**src/rtl/i2c_reg_seq.sv**
```systemverilog
// i2c_reg_seq: turns one register read/write request into the full i2c_master
// command sequence (strobed commands, busy polling, error/timeout recovery)
// and returns a single response pulse.
// Ports:
//   clk, rst                         clock, synchronous active-high reset
//   req_valid/req_ready              request handshake
//   req_rnw, req_dev, req_reg,       request fields (read/write, 7-bit device,
//   req_wdat                         register index, write data)
//   rsp_valid, rsp_rdat,             one-cycle response with read data and
//   rsp_err, rsp_tmo                 error / timeout flags
//   mst_cmd, mst_dat, mst_ws         command, data and write strobe to master
//   mst_stat, mst_rdat               master status {ERR,BSY} and read data
module i2c_reg_seq #(
  parameter int unsigned TMO_CYC = 1000000,
  parameter int unsigned TMO_W   = 20,
  localparam int unsigned C_SZ   = 6,
  localparam int unsigned S_SZ   = 2
) (
  input  logic            clk,
  input  logic            rst,
  input  logic            req_valid,
  output logic            req_ready,
  input  logic            req_rnw,
  input  logic [6:0]      req_dev,
  input  logic [7:0]      req_reg,
  input  logic [7:0]      req_wdat,
  output logic            rsp_valid,
  output logic [7:0]      rsp_rdat,
  output logic            rsp_err,
  output logic            rsp_tmo,
  output logic [C_SZ-1:0] mst_cmd,
  output logic [7:0]      mst_dat,
  output logic            mst_ws,
  input  logic [S_SZ-1:0] mst_stat,
  input  logic [7:0]      mst_rdat
);

  // Master command bits and status bit positions
  localparam logic [C_SZ-1:0] C_STRT = 6'b000001;
  localparam logic [C_SZ-1:0] C_STOP = 6'b000010;
  localparam logic [C_SZ-1:0] C_READ = 6'b000100;
  localparam logic [C_SZ-1:0] C_WRTE = 6'b001000;
  localparam logic [C_SZ-1:0] C_NACK = 6'b010000;
  localparam logic [C_SZ-1:0] C_CLRS = 6'b100000;
  localparam int unsigned SB_BSY = 0;
  localparam int unsigned SB_ERR = 1;

  typedef enum logic [3:0] {
    IDLE, ADDRW, REG, WDATA, ADDRR, RDATA, STOP, CLR, ABORTSTOP, RESP
  } state_t;

  typedef enum logic [1:0] {ISSUE, SETTLE, POLL} sub_t;

  state_t           state, state_n;
  sub_t             sub, sub_n;
  logic [TMO_W-1:0] tmo_cnt, cnt_n;
  logic [7:0]       rdat_q, rdat_n;
  logic             rnw_q;
  logic [6:0]       dev_q;
  logic [7:0]       reg_q, wdat_q;
  logic             accept, fail, tmo_hit;
  logic             ws_n;
  logic [C_SZ-1:0]  cmd_n;
  logic [7:0]       dat_n;

  // State and output registers
  always_ff @(posedge clk) begin
    if (rst) begin
      state     <= IDLE;
      sub       <= ISSUE;
      tmo_cnt   <= '0;
      rdat_q    <= '0;
      rnw_q     <= 1'b0;
      dev_q     <= '0;
      reg_q     <= '0;
      wdat_q    <= '0;
      req_ready <= 1'b0;
      rsp_valid <= 1'b0;
      rsp_rdat  <= '0;
      rsp_err   <= 1'b0;
      rsp_tmo   <= 1'b0;
      mst_cmd   <= '0;
      mst_dat   <= '0;
      mst_ws    <= 1'b0;
    end else begin
      state     <= state_n;
      sub       <= sub_n;
      tmo_cnt   <= cnt_n;
      rdat_q    <= rdat_n;
      req_ready <= (state_n == IDLE);
      rsp_valid <= (state_n == RESP);
      mst_ws    <= ws_n;
      mst_cmd   <= cmd_n;
      mst_dat   <= dat_n;
      if (accept) begin
        rnw_q    <= req_rnw;
        dev_q    <= req_dev;
        reg_q    <= req_reg;
        wdat_q   <= req_wdat;
        rsp_err  <= 1'b0;
        rsp_tmo  <= 1'b0;
        rsp_rdat <= '0;
      end
      // Response fields are fixed on entry to RESP and held until next accept
      if (state_n == RESP) begin
        rsp_err  <= fail;
        rsp_tmo  <= tmo_hit;
        rsp_rdat <= (fail || !rnw_q) ? 8'h00 : rdat_n;
      end
    end
  end

  // Next state, step sequencing and next master command
  always_comb begin
    state_n = state;
    sub_n   = sub;
    cnt_n   = tmo_cnt;
    rdat_n  = rdat_q;
    accept  = 1'b0;
    fail    = 1'b0;
    tmo_hit = 1'b0;
    ws_n    = 1'b0;
    cmd_n   = mst_cmd;
    dat_n   = mst_dat;

    case (state)
      IDLE: begin
        if (req_valid && req_ready) begin
          accept  = 1'b1;
          state_n = ADDRW;
          sub_n   = ISSUE;
        end
      end
      RESP: state_n = IDLE;
      default: begin
        case (sub)
          ISSUE: begin
            sub_n = SETTLE;
            cnt_n = '0;
          end
          SETTLE: begin
            // CLR is fire-and-forget: no busy poll before the abort STOP
            if (state == CLR) begin
              state_n = ABORTSTOP;
              sub_n   = ISSUE;
            end else begin
              sub_n = POLL;
            end
          end
          default: begin
            if (mst_stat[SB_BSY]) begin
              if (tmo_cnt == TMO_W'(TMO_CYC - 1)) begin
                state_n = RESP;
                fail    = 1'b1;
                tmo_hit = 1'b1;
              end else begin
                cnt_n = tmo_cnt + TMO_W'(1);
              end
            end else if (state == ABORTSTOP) begin
              // Error from the abort STOP itself is ignored
              state_n = RESP;
              fail    = 1'b1;
            end else if (mst_stat[SB_ERR]) begin
              state_n = CLR;
              sub_n   = ISSUE;
            end else begin
              sub_n = ISSUE;
              case (state)
                ADDRW:   state_n = REG;
                REG:     state_n = rnw_q ? ADDRR : WDATA;
                ADDRR:   state_n = RDATA;
                RDATA: begin
                  state_n = STOP;
                  rdat_n  = mst_rdat;
                end
                default: state_n = RESP;
              endcase
            end
          end
        endcase
      end
    endcase

    // Command/data change only on a strobe; cleared when back in IDLE
    if (state_n == IDLE) begin
      cmd_n = '0;
      dat_n = '0;
    end else if (sub_n == ISSUE && state_n != RESP) begin
      ws_n = 1'b1;
      case (state_n)
        ADDRW: begin
          cmd_n = C_STRT | C_WRTE;
          dat_n = {req_dev, 1'b0};
        end
        REG: begin
          cmd_n = C_WRTE;
          dat_n = reg_q;
        end
        WDATA: begin
          cmd_n = C_WRTE | C_STOP;
          dat_n = wdat_q;
        end
        ADDRR: begin
          cmd_n = C_STRT | C_WRTE;
          dat_n = {dev_q, 1'b1};
        end
        RDATA: begin
          cmd_n = C_READ | C_NACK;
          dat_n = 8'h00;
        end
        CLR: begin
          cmd_n = C_CLRS;
          dat_n = 8'h00;
        end
        default: begin
          cmd_n = C_STOP;
          dat_n = 8'h00;
        end
      endcase
    end
  end

endmodule

```
**config.mk**
```make
export PLATFORM = sky130hd
export DESIGN_NAME = i2c_reg_seq
export DESIGN_NICKNAME = d
export VERILOG_FILES = /design/src/rtl/i2c_reg_seq.sv
export SDC_FILE = /design/constraint.sdc
export NUM_CORES = 1
export LEC_CHECK = 0
export BUFFER_PORTS_ARGS = -buffer_cell sky130_fd_sc_hd__buf_2
export CAP_MARGIN = 20
export CORE_ASPECT_RATIO = 0.8
export CORE_MARGIN = 2
export CORE_UTILIZATION = 56
export DETAILED_ROUTE_END_ITERATION = 8
export PLACE_DENSITY = 0.84
export SLEW_MARGIN = 0
export SYNTH_ARGS = -nofsm -noshare
export SYNTH_HDL_FRONTEND = slang
export SYNTH_SLANG_ARGS = --single-unit
```
**constraint.sdc**
```tcl
create_clock -name clk -period 2.9 [get_ports clk]
set_input_delay 0.29 -clock clk [delete_from_list [all_inputs] [get_ports clk]]
set_output_delay 0.29 -clock clk [all_outputs]
set_load 0.03 [all_outputs]
```
# Word level (Yosys, flattened, before mapping)
# Cells that the tools add are included.
[totals] register_bits=85 in_bits=37 output_inout_bits=27
[op_classes] add_sub_neg=1 n_eq_ne=18 muxes=44 n_bitwise=2 reduce_logical=15
[ops] op="$mux W8" n=9
[ops] op="$mux W20" n=2
[ops] op="$pmux W20 S2" n=1
[ops] op="$pmux W8 S4" n=1
[ops] op="$pmux W6 S5" n=1
[ops] op="$eq A4 B3 Y1 const B" n=6
[ops] op="$mux W4" n=6
[ops] op="$add A20 B1 Y20 const B" n=1
[ops] op="$eq A20 B20 Y1 const B" n=1
[ops] op="$pmux W4 S2" n=2
[ops] op="$pmux W4 S4" n=1
[ops] op="$mux W1" n=14
[ops] op="$eq A4 B2 Y1 const B" n=3
[ops] op="$eq A4 B4 Y1 const B" n=3
[ops] op="$eq A4 B1 Y1 const B" n=2
[ops] op="$logic_not A4 Y1" n=2
[ops] op="$mux W2" n=4
[ops] op="$pmux W2 S2" n=2
[ops] op="$reduce_or A2 Y1" n=4
[ops] op="$logic_not A2 Y1" n=2
[ops] op="$ne A4 B4 Y1 const B" n=1
[ops] op="$reduce_and A4 Y1" n=1
[ops] op="$reduce_bool A2 Y1" n=2
[ops] op="$mux W3" n=1
[ops] op="other kinds (6)" n=8

# Logic depth before layout (Yosys ltp)
# Gate-level depths: netlist of run 1.
[logic_depth] word_depth=10 depth_mapped=11 mapped_depth_nobuf=9

# Worst setup path before layout of run 1
# OpenSTA, ideal clock, no wires.
[synth_timing] path_kind="reg2reg" start="register tmo_cnt[7]" end="register mst_dat[1]" setup_time_ns=0.125 arrival_ns=2.215 required_time_ns=2.775 path_slack_ns=0.560 stages_incl_launch_ff=10 n_path_buf=1 synth_period_minus_slack_ns=2.340 cell_sequence="dfxtp_1 -> or4b_4 -> nor4_4 -> a21oi_2 -> o21ai_4 -> buf_6 -> mux2i_1 -> nor3_1 -> a221oi_1 -> o21ai_1"
[synth_between] elab_chain_len=7
[synth_lines] element="from (decl)" line="56" source="logic [TMO_W-1:0] tmo_cnt, cnt_n;"
[synth_lines] element="from (signal assigned)" line="88" source="tmo_cnt <= cnt_n;"
[synth_lines] element="$eq A20 B20 Y1 (*)" line="152" source="if (tmo_cnt == TMO_W'(TMO_CYC - 1)) begin"
[synth_lines] element="$mux W4 (*)" line="152"
[synth_lines] element="$mux W4 (*)" line="151" source="if (mst_stat[SB_BSY]) begin"
[synth_lines] element="$pmux W4 S2 (*)" line="136" source="case (sub)"
[synth_lines] element="$pmux W4 S2 (*)" line="126" source="case (state)"
[synth_lines] element="$eq A4 B3 Y1 (tied with other cells)" line="190" source="case (state_n)"
[synth_lines] element="$pmux W8 S4 (tied with other cells)" line="190"
[synth_lines] element="to (signal assigned)" line="94" source="mst_dat <= dat_n;"
[synth_lines] element="to (decl)" line="32" source="output logic [7:0] mst_dat,"
# Every way passes the cells marked *; elsewhere a longest branch is shown, timed or not.
# A chain may end at the register's enable or synchronous reset.

# Worst setup path in the final report of run 1
[layout_timing] start="register tmo_cnt[6]" end="register mst_dat[1]"
# The elaborated chain is that of the path after synthesis.

==> results of run 1 <==
## cells by family (layout without fill, tap and decap cells)
kind of cell    Yosys count  after routing
xor+xnor                 19             19
mux                      18             18
buf+inv                  29             96
flops                    84             84
simple gates            198            198
compound gates           99             99
fa+ha+maj                 1              1
## flip-flops by register name, summed over array words and instances (netlist names)
name	flops
rsp_rdat	8
rdat_q	8
reg_q	8
mst_cmd	5
tmo_cnt	20
rsp_valid	1
wdat_q	8
mst_ws	1
state	4
sub	2
rnw_q	1
rsp_err	1
dev_q	7
mst_dat	8
req_ready	1
rsp_tmo	1
## worst register-to-register path: cells and delay by family, from the launching register on
| family | cells | cell delay [ns] |
|---|---|---|
| DFF | 1 | 0.36 |
| and+or+nand+nor | 3 | 0.87 |
| muxes | 1 | 0.24 |
| AOI/OAI and AO/OA | 4 | 0.73 |
| buffers and inverters | 2 | 0.47 |
## worst max-delay path by stage
stage                 endpoint  depth (start not counted)  slack (ns)       start
finish              mst_dat[1]                         10         0.1  tmo_cnt[6]
CTS                 mst_dat[2]                          8        0.02    state[1]
global placement    mst_dat[4]                          7        0.01    state[3]
global route        mst_dat[4]                         10      -0.004  tmo_cnt[6]
floorplan           mst_dat[1]                          9        0.56  tmo_cnt[7]
detailed placement  mst_dat[1]                          7       -0.01    state[1]
## power by group
| part | internal [W] | switching, W | leakage [nW] |
|---|---|---|---|
| registers | 0.00117 | 0.0000179 | 0.681 |
| logic | 0.0000683 | 0.000118 | 1.02 |
| clock network | 0.000661 | 0.000415 | 0.127 |
| total | 0.00190 | 0.000552 | 1.82 |
## cell usage in the layout (no fill, tap or decap), types with 4 or more instances in the layout
cell,instances
a21oi_1,32
a221oi_1,7
a22o_1,9
and3_1,5
buf_2,63
buf_4,12
bufinv_16,4
clkbuf_8,9
dfxtp_1,81
inv_1,4
mux2i_1,17
nand2_1,75
nand3_1,8
nand4_1,7
nor2_1,53
nor2b_1,5
nor3_1,14
o21ai_1,12
xnor2_1,6
xor2_1,13
## metal layers
metal  routed length (um)  up-vias  part of all wire
met3                  707        6             0.073
met4                   45        0            0.0047
li1                     -     1712                 -
met1                 4380     1703              0.45
met5                    0        -                 0
met2                 4520      138              0.47
## what timing repair did
item                                    4_1_cts  5_1_grt
hold endpoints to repair                      0        0
resized for setup                             2        8
pin swaps                                     0        2
setup buffers                                 0        2
hold buffers                                  0        0
endpoints found under the setup margin        7       11
## metrics by stage
stage | hold WS [ns] | power [W] | setup WS [ns]
final | 0.161 | 0.00245 | 0.0960
after global routing | 0.139 | 0.00254 | -0.00400
after floorplan | 0.426 | 0.00133 | 0.560
after global placement | 0.440 | 0.00139 | 0.0122
after detailed placement | 0.445 | 0.00140 | -0.00986
after CTS | 0.153 | 0.00246 | 0.0211
## cell type report
class	count	area [um2]	area share
Clock buffer	10	128	0.0280
Clock inverter	6	136	0.0300
Inverter	5	18.8	0.00412
Multi-Input combinational cell	335	2070	0.455
Sequential cell	84	1690	0.370
Tap cell	87	109	0.0239
Timing Repair Buffer	75	405	0.0891
==> results.md, run 1 <==
- Synth area leader: dfxtp_1
- Crit. End Element: register
- DP Area: 4240 um2
- Adder-cell share of the synthesized area: 0.00324
- Simple-Gate Fraction of Synth Area: 0.247
- Hold Vio Cnt, Final: 0
- Synth cell count leaders: dfxtp_1, nand2_1, nor2_1, a21oi_1, mux2i_1
- Critical-path cell list: or4bb_1, nor4_4, buf_4, a21oi_2, o21ai_4, buf_4, mux2i_1, nor3_1, a221oi_1, o21ai_1
- Cell Count, Final, Fillers Out: 602
- Power Dens Cells: between 500 and 600 nW/um2
- Die width: 96.8 um
- Port Buf Inserts: 63
- Gr usage total: 0.252
- Max_slew headroom: 0.627
- Reg clk slew, reported paths: 0.08 ns
- XOR/XNOR Fraction of Synth Area: 0.0431
- Ant. Diodes: 0
- HPWL Detailed: around 6.7 mm
- Grt met1 use: 0.355
- TritonRoute pass-1 iters: 5
- DP Cell Count: 584
- Buffers plus inverters on the worst setup path: 2
- Post-synth top area share: 0.436
- Final Critical Period: 2.80 ns
- Synth Net Count: roughly 490
- Filler Cells Inserted: 549
- Worst-path fanout max: 13
- Cell variety after synth: 63
- FFs w/ async S/R, synth: 0
- Hold path start: req_wdat[4]
- Slew @ Worst Pin: between 0.5 and 0.6 ns
- Mapped Area: 3860 um2
- Post-synth EDFFs: 0
- R2R cell count: 10
- Register area share after synthesis: 0.436
- Total gr overflow: 0
- Hold Path Stages: 3
- Syn. warnings: 0
- GRT met2 Usage: 0.385
- CP dominant cell by count: buf_4
- Post-synthesis mux area share: 0.0470
- Core Box Area: between 6000 and 7000 um2
- Worst vdd ir: 0.000474 V
- Most Crowded Layer GR: met2
- Most frequent cell after synthesis: dfxtp_1
- Wirelength, routed: between 9 and 10 mm
- Final nets: 548
- Max-cap viol count: 0
- Root Driver: clkbuf_8
- Crit start category: register
- Synth Area in Compound Gates: 0.187
- Result of the run: finished clean
- Critical Path Slowest Stage Cell: or4bb_1
- Vias in the first global route: between 3000 and 4000
- Reg2reg setup slack: between 0.09 and 0.1 ns
- Initial core utilization: 0.568
- Main synth FF type: dfxtp_1
- CP required: 3.14 ns
- Clock skew: 0.00636 ns
- Htree depth: 3
- Max incr delay on CP: 0.57 ns
- Clk sinks: 84
- First-pass GRT wire length: about 16 mm
- DR WL/cell: between 15 and 20 um
- CTS buffer count: 9
- GP Congestion: around 0.9
- Layout cell share with drive strength beyond 1: 0.233
- Largest net degree at the start of global routing: 37
- Slew Limit Fails: 0
- Worst setup path category: register to register
- Setup TNS Final: 0 ns
- Critical R2R Launch: tmo_cnt[6]
- Routed vias/inst: 5.91
- Mapped Cells: roughly 450
- DRT iter0 DRCs: 278
- Worst hold endpoint: wdat_q[4]
- Final core utilization: 0.670
- Row cnt: 27
- Die area: about 7600 um2
- Main area contributors after synthesis: dfxtp_1, nand2_1, nor2_1, mux2i_1, a21oi_1
- Final Cell Area: 4550 um2
- Drt drc: 0
- Io pins: 64
- WP data arrival: between 3 and 4 ns
- Yosys reg bits: 84
- Crit path max-delay family: simple AND/OR/NAND/NOR gates
- Syn Area/Cell: 8.61 um2
- Initial antenna violation count: 0
- Routed Antenna Nets: 0
- Hold Path Class: input port to register
- Setup-failing EPs final: 0
- RR Endpoint: mst_dat[1]
- CTS tree: yes
- Main combinational cell family by area after synthesis: simple AND/OR/NAND/NOR gates
- Max frequency: 357 MHz
- Global routing usage on met3: 0.0721
- Worst skew pair latency: 0.36 ns
- DIE HEIGHT: between 70 and 80 um
- Total number of vias: around 3600
- Final Cycle Share: 0.967
- Max Buffers Root-to-Sink: 2
- Area grow syn2layout: 18.0%
- Leak pwr: 1.82 nW
No activity file was read; power rests on OpenSTA's default activity.
==> inputs of run 2 (changes only) <==
- ABC_AREA: unset -> 1
- SLEW_MARGIN: 0 -> 20
==> run 2 against run 1 <==
  * Routed wire length rose by 1.8%
  * First-iteration DRC count is the same
  * Combinational power is 4% higher
  * Critical path type unchanged
  * Global-route usage increased by 0.82 points
==> results.md, run 2 <==
- Power Dens Cells: 500 nW/um2
- Max-cap viol count: 0
- Most frequent cell after synthesis: nor2_1
- Post-CTS sizing: 0
- WP data arrival: 2.84 ns
- Root Driver: clkbuf_8
- Main area contributors after synthesis: dfxtp_1, nor2_1, nand2_1, nand3_1, o21ai_0
- Die area: 7750 um2
- Reg clk slew, reported paths: 0.09 ns
- Critical-path cell list: ha_1, nand2_1, nor3_2, nand3_2, nand2_1, nand2_1, nand2_1, nand2_1, nand2_2, nand2_2, nor2_1, nand2_1, nand2_1, o21ai_1, a21oi_1
- Overall Power: 0.00227 W
- Cell variety after synth: 35
- Setup-failing EPs final: 0
- Post-CTS setup buffers: 0
- Die width: 97.9 um
- DIE HEIGHT: 79.1 um
- Drt drc: 0
- Synth Net Count: 593
- Area occupied by multi-input gates: 2010 um2
- Hold Path Class: input port to register
- First-pass GRT wire length: between 15 and 20 mm
- Final nets: 656
- Final Cell Area: between 4000 and 5000 um2
- Result of the run: finished clean
- Post-synth EDFFs: 0
- FFs w/ async S/R, synth: 0
- Setup WS pre-CTS: 0.405 ns
- Synth cell count leaders: nor2_1, nand2_1, dfxtp_1, nand3_1
- Total gr overflow: 0
- Hold Vio Cnt, Final: 0
- Largest reg by FF count: tmo_cnt
- Initial core utilization: 0.576
- Largest net degree at the start of global routing: 32
- Htree depth: 3
- CP dominant cell by count: nand2_1
- TritonRoute pass-1 iters: 5
- Filler Cells Inserted: 584
- Max_slew headroom: 0.539
- Clock skew: 0.00945 ns
- HPWL Detailed: 7.05 mm
- Worst skew pair latency: roughly 0.36 ns
- Slew Limit Fails: 0
- Max frequency: 391 MHz
- Post-synth top area share: 0.425
- Max reg flops: 20
- Initial antenna violation count: 0
- DR WL/cell: 13.8 um
- Crit start category: register
- Hold Buf Count CTS: 0
- Mapped Area: 3950 um2
- Setup TNS Final: 0 ns
- Yosys reg bits: 84
- DRT iter0 DRCs: 278
- Main synth FF type: dfxtp_1
- CTS tree: yes
- Syn Area/Cell: 7.12 um2
- Crit. End Element: register
- Crit path setup slack, layout: 0.339 ns
- Max Buffers Root-to-Sink: 2
- Ant. Diodes: 0
- Register area share after synthesis: 0.425
- RSZ-0062 raised after global routing: no
- Buffers plus inverters on the worst setup path: 0
- Worst-path fanout max: 7
- Worst setup path category: register to register
- Max incr delay on CP: 0.43 ns
- Port Buf Inserts: 63
- DP Area: around 4300 um2
- Worst vdd ir: 0.000402 V
- Leak pwr: approximately 2.1 nW
- Total number of vias: 3921
- CP required: 3.18 ns
- Routed Antenna Nets: 0
- Synth area leader: dfxtp_1
- Clk sinks: 84
- Syn. warnings: 0
- Critical Path Slowest Stage Cell: nor2_1
- Final Critical Period: 2.56 ns
- GP Congestion: ~0.9
- Most frequent cells in the layout: nor2_1, nand2_1, dfxtp_1
- Storage cell area: approximately 1700 um2
- Gr usage total: 0.260
- Crit path max-delay family: simple AND/OR/NAND/NOR gates
- Most common cell after layout, fill and taps aside: nor2_1
- Io pins: 64
- Area grow syn2layout: 14.9%
- CTS buffer count: 9
- Core Box Area: 6860 um2
- Row cnt: 27
- Layout cell share with drive strength beyond 1: 0.193
- Vias in the first global route: 3602
- Wirelength, routed: 9.83 mm
- Slew @ Worst Pin: 0.689 ns
- Final Cycle Share: 0.883
- Mapped Cells: 555
- Routed vias/inst: 5.52
==> run 2: path summary, 6_finish.rpt <==
path | start | end | slack [ns] | cells after the start
worst max register to register | tmo_cnt[0] | mst_dat[5] | 0.34 | 15
worst max-delay path | tmo_cnt[0] | mst_dat[5] | 0.34 | 15
worst min-delay path | req_wdat[6] | wdat_q[6] | 0.14 | 3
worst min register to register | mst_cmd[3] | mst_cmd[3] | 0.46 | 2
==> run 2: power breakdown <==
| group | internal (W) | switching (W) | total [W] |
|---|---|---|---|
| registers | 0.00118 | 0.0000187 | 0.00120 |
| logic | 0.0000627 | 0.000132 | 0.000195 |
| clock network | 0.000415 | 0.000457 | 0.000872 |
| total | 0.00166 | 0.000607 | 0.00227 |
==> run 2: kinds of logic (layout without fill, tap and decap cells) <==
kind of cell,Yosys count,after routing,share of synthesized area
multiplexers,8,8,0.0203
AO/OA/AOI/OAI,89,89,0.127
adder cells (fa/ha/maj),1,1,0.00317
flip-flops,84,84,0.425
XOR/XNOR,5,5,0.0111
AND/OR/NAND/NOR,304,304,0.348
buffers and inverters,64,132,0.0655
==> run 2: worst reg2reg max path: cells and delay by family (launching register included) <==
kind	cells	cell delay [ns]
adders and majority gates	1	0.20
AOI/OAI and AO/OA	2	0.21
and+or+nand+nor	12	1.72
DFF	1	0.37
==> run 2: layer usage <==
layer / part of all wire / up-vias / track usage
li1: - / 1965 / -
met1: 0.48 / 1782 / 0.364
met2: 0.43 / 155 / 0.397
met3: 0.083 / 19 / 0.0634
met4: 0.013 / 0 / 0.0847
met5: 0 / - / 0
==> run 2: through the flow <==
stage          utilization  hold slack [ns]  std cells
6_report             0.662            0.142        710
5_1_grt              0.662            0.141        710
4_1_cts              0.662            0.135        710
3_5_place_dp         0.633            0.449        694
3_3_place_gp         0.633            0.450        694
2_1_floorplan            -            0.373        555
==> run 2: area by class of cell <==
cell class                      instances  share of cell area
Multi-Input combinational cell        407               0.443
Clock buffer                           10              0.0281
Clock inverter                          6              0.0168
Inverter                               47              0.0388
Timing Repair Buffer                   69              0.0793
Tap cell                               87              0.0240
Sequential cell                        84               0.370
